$ cat src/rtl/vx_result_assembler_if.sv
// vx_result_assembler_if
// Bundles the result-packet input stream, the assembled-warp output stream and
// the sticky framing-error flag of vx_result_assembler.
//   in_*      : NUM_LANES-wide packet stream (valid/ready, meta, tmask, data, pid, sop, eop)
//   out_*     : NUM_THREADS-wide warp stream (valid/ready, meta, tmask, data)
//   proto_err : sticky framing-error indication
// modport master : producer of packets / consumer of warps (execute side + commit side)
// modport slave  : the assembler itself
interface vx_result_assembler_if #(
  parameter int NUM_LANES   = 4,
  parameter int NUM_THREADS = 16,
  parameter int META_W      = 64,
  parameter int DATA_W      = 32
);
  localparam int NUM_PACKETS = NUM_THREADS / NUM_LANES;
  localparam int PID_WIDTH   = (NUM_PACKETS > 1) ? $clog2(NUM_PACKETS) : 1;

  logic                          in_valid;
  logic                          in_ready;
  logic [META_W-1:0]             in_meta;
  logic [NUM_LANES-1:0]          in_tmask;
  logic [NUM_LANES*DATA_W-1:0]   in_data;
  logic [PID_WIDTH-1:0]          in_pid;
  logic                          in_sop;
  logic                          in_eop;

  logic                          out_valid;
  logic                          out_ready;
  logic [META_W-1:0]             out_meta;
  logic [NUM_THREADS-1:0]        out_tmask;
  logic [NUM_THREADS*DATA_W-1:0] out_data;

  logic                          proto_err;

  modport master (
    output in_valid, in_meta, in_tmask, in_data, in_pid, in_sop, in_eop, out_ready,
    input  in_ready, out_valid, out_meta, out_tmask, out_data, proto_err
  );

  modport slave (
    input  in_valid, in_meta, in_tmask, in_data, in_pid, in_sop, in_eop, out_ready,
    output in_ready, out_valid, out_meta, out_tmask, out_data, proto_err
  );
endinterface

$ cat src/rtl/vx_result_assembler.sv
// vx_result_assembler
// Reassembles NUM_LANES-wide, pid/sop/eop framed result packets coming out of a
// narrow execute unit into one NUM_THREADS-wide warp result for commit.
// Packet lane j with pid p lands on thread p*NUM_LANES + j; threads of packets
// never received, and inactive lanes of received packets, read back as zero.
// Ports:
//   clk   : clock
//   reset : asynchronous, active-high; discards any partial warp
//   io    : vx_result_assembler_if.slave (packet in, warp out, proto_err)
// Storage: an accumulator bank (acc_*) collects packets of the current
// instruction; an output bank (out_*) holds the finished warp until it is
// accepted. A single-packet instruction bypasses the accumulator.
module vx_result_assembler #(
  parameter int NUM_LANES   = 4,
  parameter int NUM_THREADS = 16,
  parameter int META_W      = 64,
  parameter int DATA_W      = 32
) (
  input  logic                   clk,
  input  logic                   reset,
  vx_result_assembler_if.slave   io
);

  localparam int NUM_PACKETS = NUM_THREADS / NUM_LANES;
  localparam int PID_WIDTH   = (NUM_PACKETS > 1) ? $clog2(NUM_PACKETS) : 1;

  if ((NUM_THREADS % NUM_LANES) != 0) begin : g_bad_cfg
    $error("vx_result_assembler: NUM_THREADS must be a multiple of NUM_LANES");
  end

  typedef enum logic {
    IDLE    = 1'b0,
    COLLECT = 1'b1
  } state_e;

  state_e                        state_q,     state_d;
  logic [NUM_THREADS-1:0]        acc_tmask_q, acc_tmask_d;
  logic [NUM_THREADS*DATA_W-1:0] acc_data_q,  acc_data_d;
  logic [PID_WIDTH-1:0]          last_pid_q,  last_pid_d;
  logic                          out_valid_q, out_valid_d;
  logic [META_W-1:0]             out_meta_q,  out_meta_d;
  logic [NUM_THREADS-1:0]        out_tmask_q, out_tmask_d;
  logic [NUM_THREADS*DATA_W-1:0] out_data_q,  out_data_d;
  logic                          proto_err_q, proto_err_d;

  logic                          in_fire;
  logic                          start_new;
  logic                          frame_err;
  logic [NUM_THREADS-1:0]        mrg_tmask;
  logic [NUM_THREADS*DATA_W-1:0] mrg_data;

  // An eop packet completes a warp, so it can only be taken when the output
  // bank is free or being drained this cycle; other packets never stall.
  assign io.in_ready = !io.in_eop || !out_valid_q || io.out_ready;
  assign in_fire     = io.in_valid && io.in_ready;

  // Any packet seen in IDLE, or any sop, begins a fresh instruction, so the
  // stale accumulator contents must not leak into the merge.
  assign start_new = (state_q == IDLE) || io.in_sop;

  // Merge the incoming packet into its slot on top of the accumulator (or on
  // top of an empty warp when starting a new instruction).
  always_comb begin
    mrg_tmask = start_new ? '0 : acc_tmask_q;
    mrg_data  = start_new ? '0 : acc_data_q;
    for (int p = 0; p < NUM_PACKETS; p++) begin
      if (io.in_pid == PID_WIDTH'(p)) begin
        mrg_tmask[p*NUM_LANES +: NUM_LANES] = io.in_tmask;
        for (int j = 0; j < NUM_LANES; j++) begin
          mrg_data[(p*NUM_LANES+j)*DATA_W +: DATA_W] =
            io.in_tmask[j] ? io.in_data[j*DATA_W +: DATA_W] : '0;
        end
      end
    end
  end

  // Next-state and output-bank control.
  always_comb begin
    state_d     = state_q;
    acc_tmask_d = acc_tmask_q;
    acc_data_d  = acc_data_q;
    last_pid_d  = last_pid_q;
    out_valid_d = out_valid_q;
    out_meta_d  = out_meta_q;
    out_tmask_d = out_tmask_q;
    out_data_d  = out_data_q;
    proto_err_d = proto_err_q;
    frame_err   = 1'b0;

    if (out_valid_q && io.out_ready) begin
      out_valid_d = 1'b0;
    end

    if (in_fire) begin
      last_pid_d = io.in_pid;

      // Framing checks: sop mid-instruction, missing sop, or pids that do not
      // strictly increase. The packet is still merged in every case.
      if (state_q == COLLECT) begin
        frame_err = io.in_sop || (io.in_pid <= last_pid_q);
      end else begin
        frame_err = !io.in_sop;
      end

      if (io.in_eop) begin
        // A warp with no active thread has nothing to commit; only the
        // framing is closed.
        if (|mrg_tmask) begin
          out_valid_d = 1'b1;
          out_meta_d  = io.in_meta;
          out_tmask_d = mrg_tmask;
          out_data_d  = mrg_data;
        end
        acc_tmask_d = '0;
        acc_data_d  = '0;
        state_d     = IDLE;
      end else begin
        acc_tmask_d = mrg_tmask;
        acc_data_d  = mrg_data;
        state_d     = COLLECT;
      end
    end

    if (frame_err) begin
      proto_err_d = 1'b1;
    end
  end

  // Register stage: accumulator, output bank and control.
  always_ff @(posedge clk or posedge reset) begin
    if (reset) begin
      state_q     <= IDLE;
      acc_tmask_q <= '0;
      acc_data_q  <= '0;
      last_pid_q  <= '0;
      out_valid_q <= 1'b0;
      out_meta_q  <= '0;
      out_tmask_q <= '0;
      out_data_q  <= '0;
      proto_err_q <= 1'b0;
    end else begin
      state_q     <= state_d;
      acc_tmask_q <= acc_tmask_d;
      acc_data_q  <= acc_data_d;
      last_pid_q  <= last_pid_d;
      out_valid_q <= out_valid_d;
      out_meta_q  <= out_meta_d;
      out_tmask_q <= out_tmask_d;
      out_data_q  <= out_data_d;
      proto_err_q <= proto_err_d;
    end
  end

  assign io.out_valid = out_valid_q;
  assign io.out_meta  = out_meta_q;
  assign io.out_tmask = out_tmask_q;
  assign io.out_data  = out_data_q;
  assign io.proto_err = proto_err_q;

endmodule

$ cat src/flat_wrapper.sv
// flat-port wrapper written by rule: the top's interface ports become plain ports
module vx_result_assembler_flat 
#(
  parameter int NUM_LANES   = 4,
  parameter int NUM_THREADS = 16,
  parameter int META_W      = 64,
  parameter int DATA_W      = 32
)
  (clk, reset, io_in_valid, io_in_meta, io_in_tmask, io_in_data, io_in_pid, io_in_sop, io_in_eop, io_out_ready, io_in_ready, io_out_valid, io_out_meta, io_out_tmask, io_out_data, io_proto_err);
  vx_result_assembler_if #(.NUM_LANES(NUM_LANES), .NUM_THREADS(NUM_THREADS), .META_W(META_W), .DATA_W(DATA_W)) io_i ();
  input  logic clk;
  input  logic reset;
  input wire logic [$bits(io_i.in_valid)-1:0] io_in_valid;
  input wire logic [$bits(io_i.in_meta)-1:0] io_in_meta;
  input wire logic [$bits(io_i.in_tmask)-1:0] io_in_tmask;
  input wire logic [$bits(io_i.in_data)-1:0] io_in_data;
  input wire logic [$bits(io_i.in_pid)-1:0] io_in_pid;
  input wire logic [$bits(io_i.in_sop)-1:0] io_in_sop;
  input wire logic [$bits(io_i.in_eop)-1:0] io_in_eop;
  input wire logic [$bits(io_i.out_ready)-1:0] io_out_ready;
  output wire logic [$bits(io_i.in_ready)-1:0] io_in_ready;
  output wire logic [$bits(io_i.out_valid)-1:0] io_out_valid;
  output wire logic [$bits(io_i.out_meta)-1:0] io_out_meta;
  output wire logic [$bits(io_i.out_tmask)-1:0] io_out_tmask;
  output wire logic [$bits(io_i.out_data)-1:0] io_out_data;
  output wire logic [$bits(io_i.proto_err)-1:0] io_proto_err;
  assign io_i.in_valid = io_in_valid;
  assign io_i.in_meta = io_in_meta;
  assign io_i.in_tmask = io_in_tmask;
  assign io_i.in_data = io_in_data;
  assign io_i.in_pid = io_in_pid;
  assign io_i.in_sop = io_in_sop;
  assign io_i.in_eop = io_in_eop;
  assign io_i.out_ready = io_out_ready;
  assign io_in_ready = io_i.in_ready;
  assign io_out_valid = io_i.out_valid;
  assign io_out_meta = io_i.out_meta;
  assign io_out_tmask = io_i.out_tmask;
  assign io_out_data = io_i.out_data;
  assign io_proto_err = io_i.proto_err;
  vx_result_assembler #(.NUM_LANES(NUM_LANES), .NUM_THREADS(NUM_THREADS), .META_W(META_W), .DATA_W(DATA_W)) u_core (.clk(clk), .reset(reset), .io(io_i));
endmodule
$ cat config.mk
export PLATFORM = sky130hd
export DESIGN_NAME = vx_result_assembler_flat
export DESIGN_NICKNAME = d
export VERILOG_FILES = /design/src/rtl/vx_result_assembler_if.sv /design/src/rtl/vx_result_assembler.sv /design/src/flat_wrapper.sv
export SDC_FILE = /design/constraint.sdc
export NUM_CORES = 2
export LEC_CHECK = 0
export ABC_AREA = 1
export BUFFER_PORTS_ARGS = -buffer_cell sky130_fd_sc_hd__buf_2
export CAP_MARGIN = 20
export CORE_MARGIN = 10
export CORE_UTILIZATION = 53
export CTS_BUF_LIST = sky130_fd_sc_hd__clkbuf_8
export DETAILED_ROUTE_END_ITERATION = 6
export HOLD_SLACK_MARGIN = 0.12
export PLACE_DENSITY = 0.74
export SYNTH_ARGS = -nofsm -noshare
export SYNTH_HDL_FRONTEND = slang
export SYNTH_SLANG_ARGS = --single-unit
export TNS_END_PERCENT = 1
$ cat constraint.sdc
create_clock -name clk -period 33.6 [get_ports clk]
set_input_delay 1.68 -clock clk [delete_from_list [all_inputs] [get_ports clk]]
set_output_delay 1.68 -clock clk [all_outputs]
set_load 0.02 [all_outputs]
==> results.json <==
{
  "wire_per_inst_um": 20.0,
  "syn_inst": 6238,
  "fin_tns_setup_ps": 0,
  "synth_area_leader_cell": "dfrtp_1",
  "period_minus_slack_ps": 6970,
  "layout_setup_ws_ps": 26630,
  "worst_pin_slew_ps": 1130,
  "cts_buffers": 185,
  "grtUsageTotal_pct": 29.5,
  "clock_path_buffers": 3,
  "ctsRootBufferMaster": "clkbuf_8",
  "nets": 6986,
  "layout_common_cells": "1881 x nand2_1, 1125 x dfrtp_1, 798 x buf_2",
  "cpLargestDelayFamily": "buffers and inverters",
  "synth-seq-cells": 1125,
  "antenna_left": 0,
  "grt-ovfl-total": 0,
  "hold_path_class": "flop to flop",
  "cts.htree.levels": 4,
  "path_max_fanout": 198,
  "worstPathArrival_ps": 7690,
  "antenna_found_initial": 10,
  "clkSinkCount": 1125,
  "leakage_nw": 34.5,
  "grt_pass1_wl_um": 256000,
  "fmax_mhz": 143,
  "max_stage_delay_ps": 750,
  "finalHoldViolCount": 0,
  "fp-row-count": 112,
  "crit_buf_inv": 7,
  "drive_above_1_share_pct": 16.5,
  "rsz0062_at_grt": "no",
  "cp-end-kind": "flop",
  "start_kind": "input pin",
  "ir_drop_mv": 0.0354,
  "ys_warn_count": 0,
  "die_w_um": 328,
  "post-route-drc-count": 0,
  "clkTransAtPathRegs_ps": 60,
  "synthDistinctLibCells": 21,
  "insertion_delay_ps": 860,
  "max_slew_margin_pct": 24.7,
  "min_period_over_period_pct": 20.7,
  "grt_pass1_vias": 44075,
  "synth_area_leaders": "dfrtp_1 56%, nand2_1 14%, a31oi_1 6.4%",
  "worstSetupPathType": "input pin to flop",
  "cp-startpoint": "io_in_sop",
  "wirelength_um": 164000,
  "stdcell_area_um2": 58300,
  "max-cap-violations": 0,
  "cpMostUsedCell": "nand2_1",
  "die_y_um": 328,
  "holdWs_ps": 464,
  "syn_area_um2": 50300,
  "avgSynthCellArea_um2": 8.06,
  "viasPerCell": 5.63,
  "drv_slew": 0,
  "place.detailed.hpwl_um": 102000,
  "io_buffers": 798,
  "tritoncts": "built",
  "placed_area_um2": 54400,
  "worstHoldStart": "u_core.io.out_data[232]",
  "core_um2": 93700,
  "syn_to_final_growth_pct": 15.9,
  "postCtsHoldBufs": 0,
  "post_cts_buffers": 0,
  "cp_slowest_cell": "nand2_8",
  "syn_nets": 6444,
  "dp_slack_ps": 25000,
  "num_vias": 46033,
  "yosysSeqAreaShare_pct": 56.0,
  "die_area_um2": 108000,
  "grt_max_degree": 235,
  "finalSetupViolCount": 0,
  "drt_iter0_markers": 5720,
  "place.gp.congestion": 0.856,
  "power.density_nw_per_um2": 54.2,
  "outcome": "complete, no violations",
  "finClkSkew_ps": 44.4,
  "start_util_pct": 53.6,
  "firstDrtPassIters": 6,
  "r2r_start": "u_core.state_q",
  "synth_top_area_share_pct": 56.0,
  "cts_resized": 0,
  "boundaryPins": 799,
  "crit_chain": "buf_2 > nor2_4 > buf_16 > buf_12 > buf_12 > nand3_1 > nand2_1 > nor2_1 > nand2_1 > nor2_2 > nand2_8 > nand2_8 > buf_4 > buf_4 > buf_4 > nand2_1 > nand2_1",
  "crit_required_ps": 34320,
  "final_common_cell": "nand2_1"
}
[synth_stat cells, drive strengths merged]
library cell	instances
o21ai	538
o21bai	1
clkbuf	392
or2	1
dfrtp	1125
nor2	524
nand3	605
a21oi	1
inv	542
nand2	1888
a31oi	511
buf	107
o21a	1
ha	2
[metrics by stage]
step           power [W]  util [%]  cells
3_3_place_gp     0.00194      58.0   7845
2_1_floorplan    0.00178         -   6238
4_1_cts          0.00317      62.1   8171
6_report         0.00316      62.1   8179
3_5_place_dp     0.00195      58.0   7845
5_1_grt          0.00328      62.1   8178
[kinds of logic after synthesis]
kind of cell    count (synthesis)  share of synthesized area, %
compound gates               1052                          11.8
buf+inv                      1041                          8.03
fa+ha+maj                       2                        0.0498
simple gates                 3018                          24.1
flops                        1125                          56.0
[routing by layer]
layer  global-route usage (%)  vias to the layer above  part of all wire, %
met5                        0                        -                0.021
met4                     13.7                        6                  4.4
met3                     7.24                      329                  9.4
met2                     44.3                     2276                   46
met1                     40.1                    22206                   41
li1                         -                    21216                    -
[cell type report]
class / instances / area, µm²
Inverter: 542 / 2050
Clock inverter: 89 / 534
Multi-Input combinational cell: 4072 / 18100
Tap cell: 1254 / 1570
Sequential cell: 1125 / 28200
Antenna cell: 6 / 15.0
Fill cell: 8145 / 35500
Timing Repair Buffer: 854 / 4530
Clock buffer: 237 / 3260
[worst register-to-register path, cell delays in order, from the launching register on]
cell and delay [ps]:
dfrtp_1 420, inv_1 190, nor2_4 160, buf_16 210
buf_12 250, nand3_1 530, nand2_1 120, nor2_1 130
nand2_1 170, nor2_2 250, nand2_8 550, nand2_8 970
buf_4 950, buf_4 510, buf_4 790, nand2_1 240
nand2_1 90
[path summary, 6_finish.rpt]
kind / endpoint / slack, ps / cells after the start
max: u_core.io.out_data[410] / 26630 / 17
min: u_core.io.out_data[232] / 460 / 2
max reg2reg: u_core.io.out_data[158] / 27000 / 16
min reg2reg: u_core.io.out_data[232] / 460 / 2
max in group asynchronous: u_core.acc_data_q[53] / 28680 / 6
min in group asynchronous: u_core.io.out_data[116] / 1010 / 2
[power breakdown]
group	switching [W]	leakage, nW	total (W)	internal [W]
sequential	0.0000533	15.4	0.00148	0.00143
clock	0.000565	2.18	0.00123	0.000663
combinational	0.000338	16.9	0.000443	0.000106
[sequential cells by signal (all words and copies together) (netlist names)]
name and count:
u_core.acc_tmask_q 16, u_core.io.out_meta 64, u_core.io.out_valid 1, u_core.io.proto_err 1, u_core.io.out_tmask 16, u_core.acc_data_q 512, u_core.state_q 1, u_core.io.out_data 512
u_core.last_pid_q 2
No activity file was read; power rests on OpenSTA's default activity.
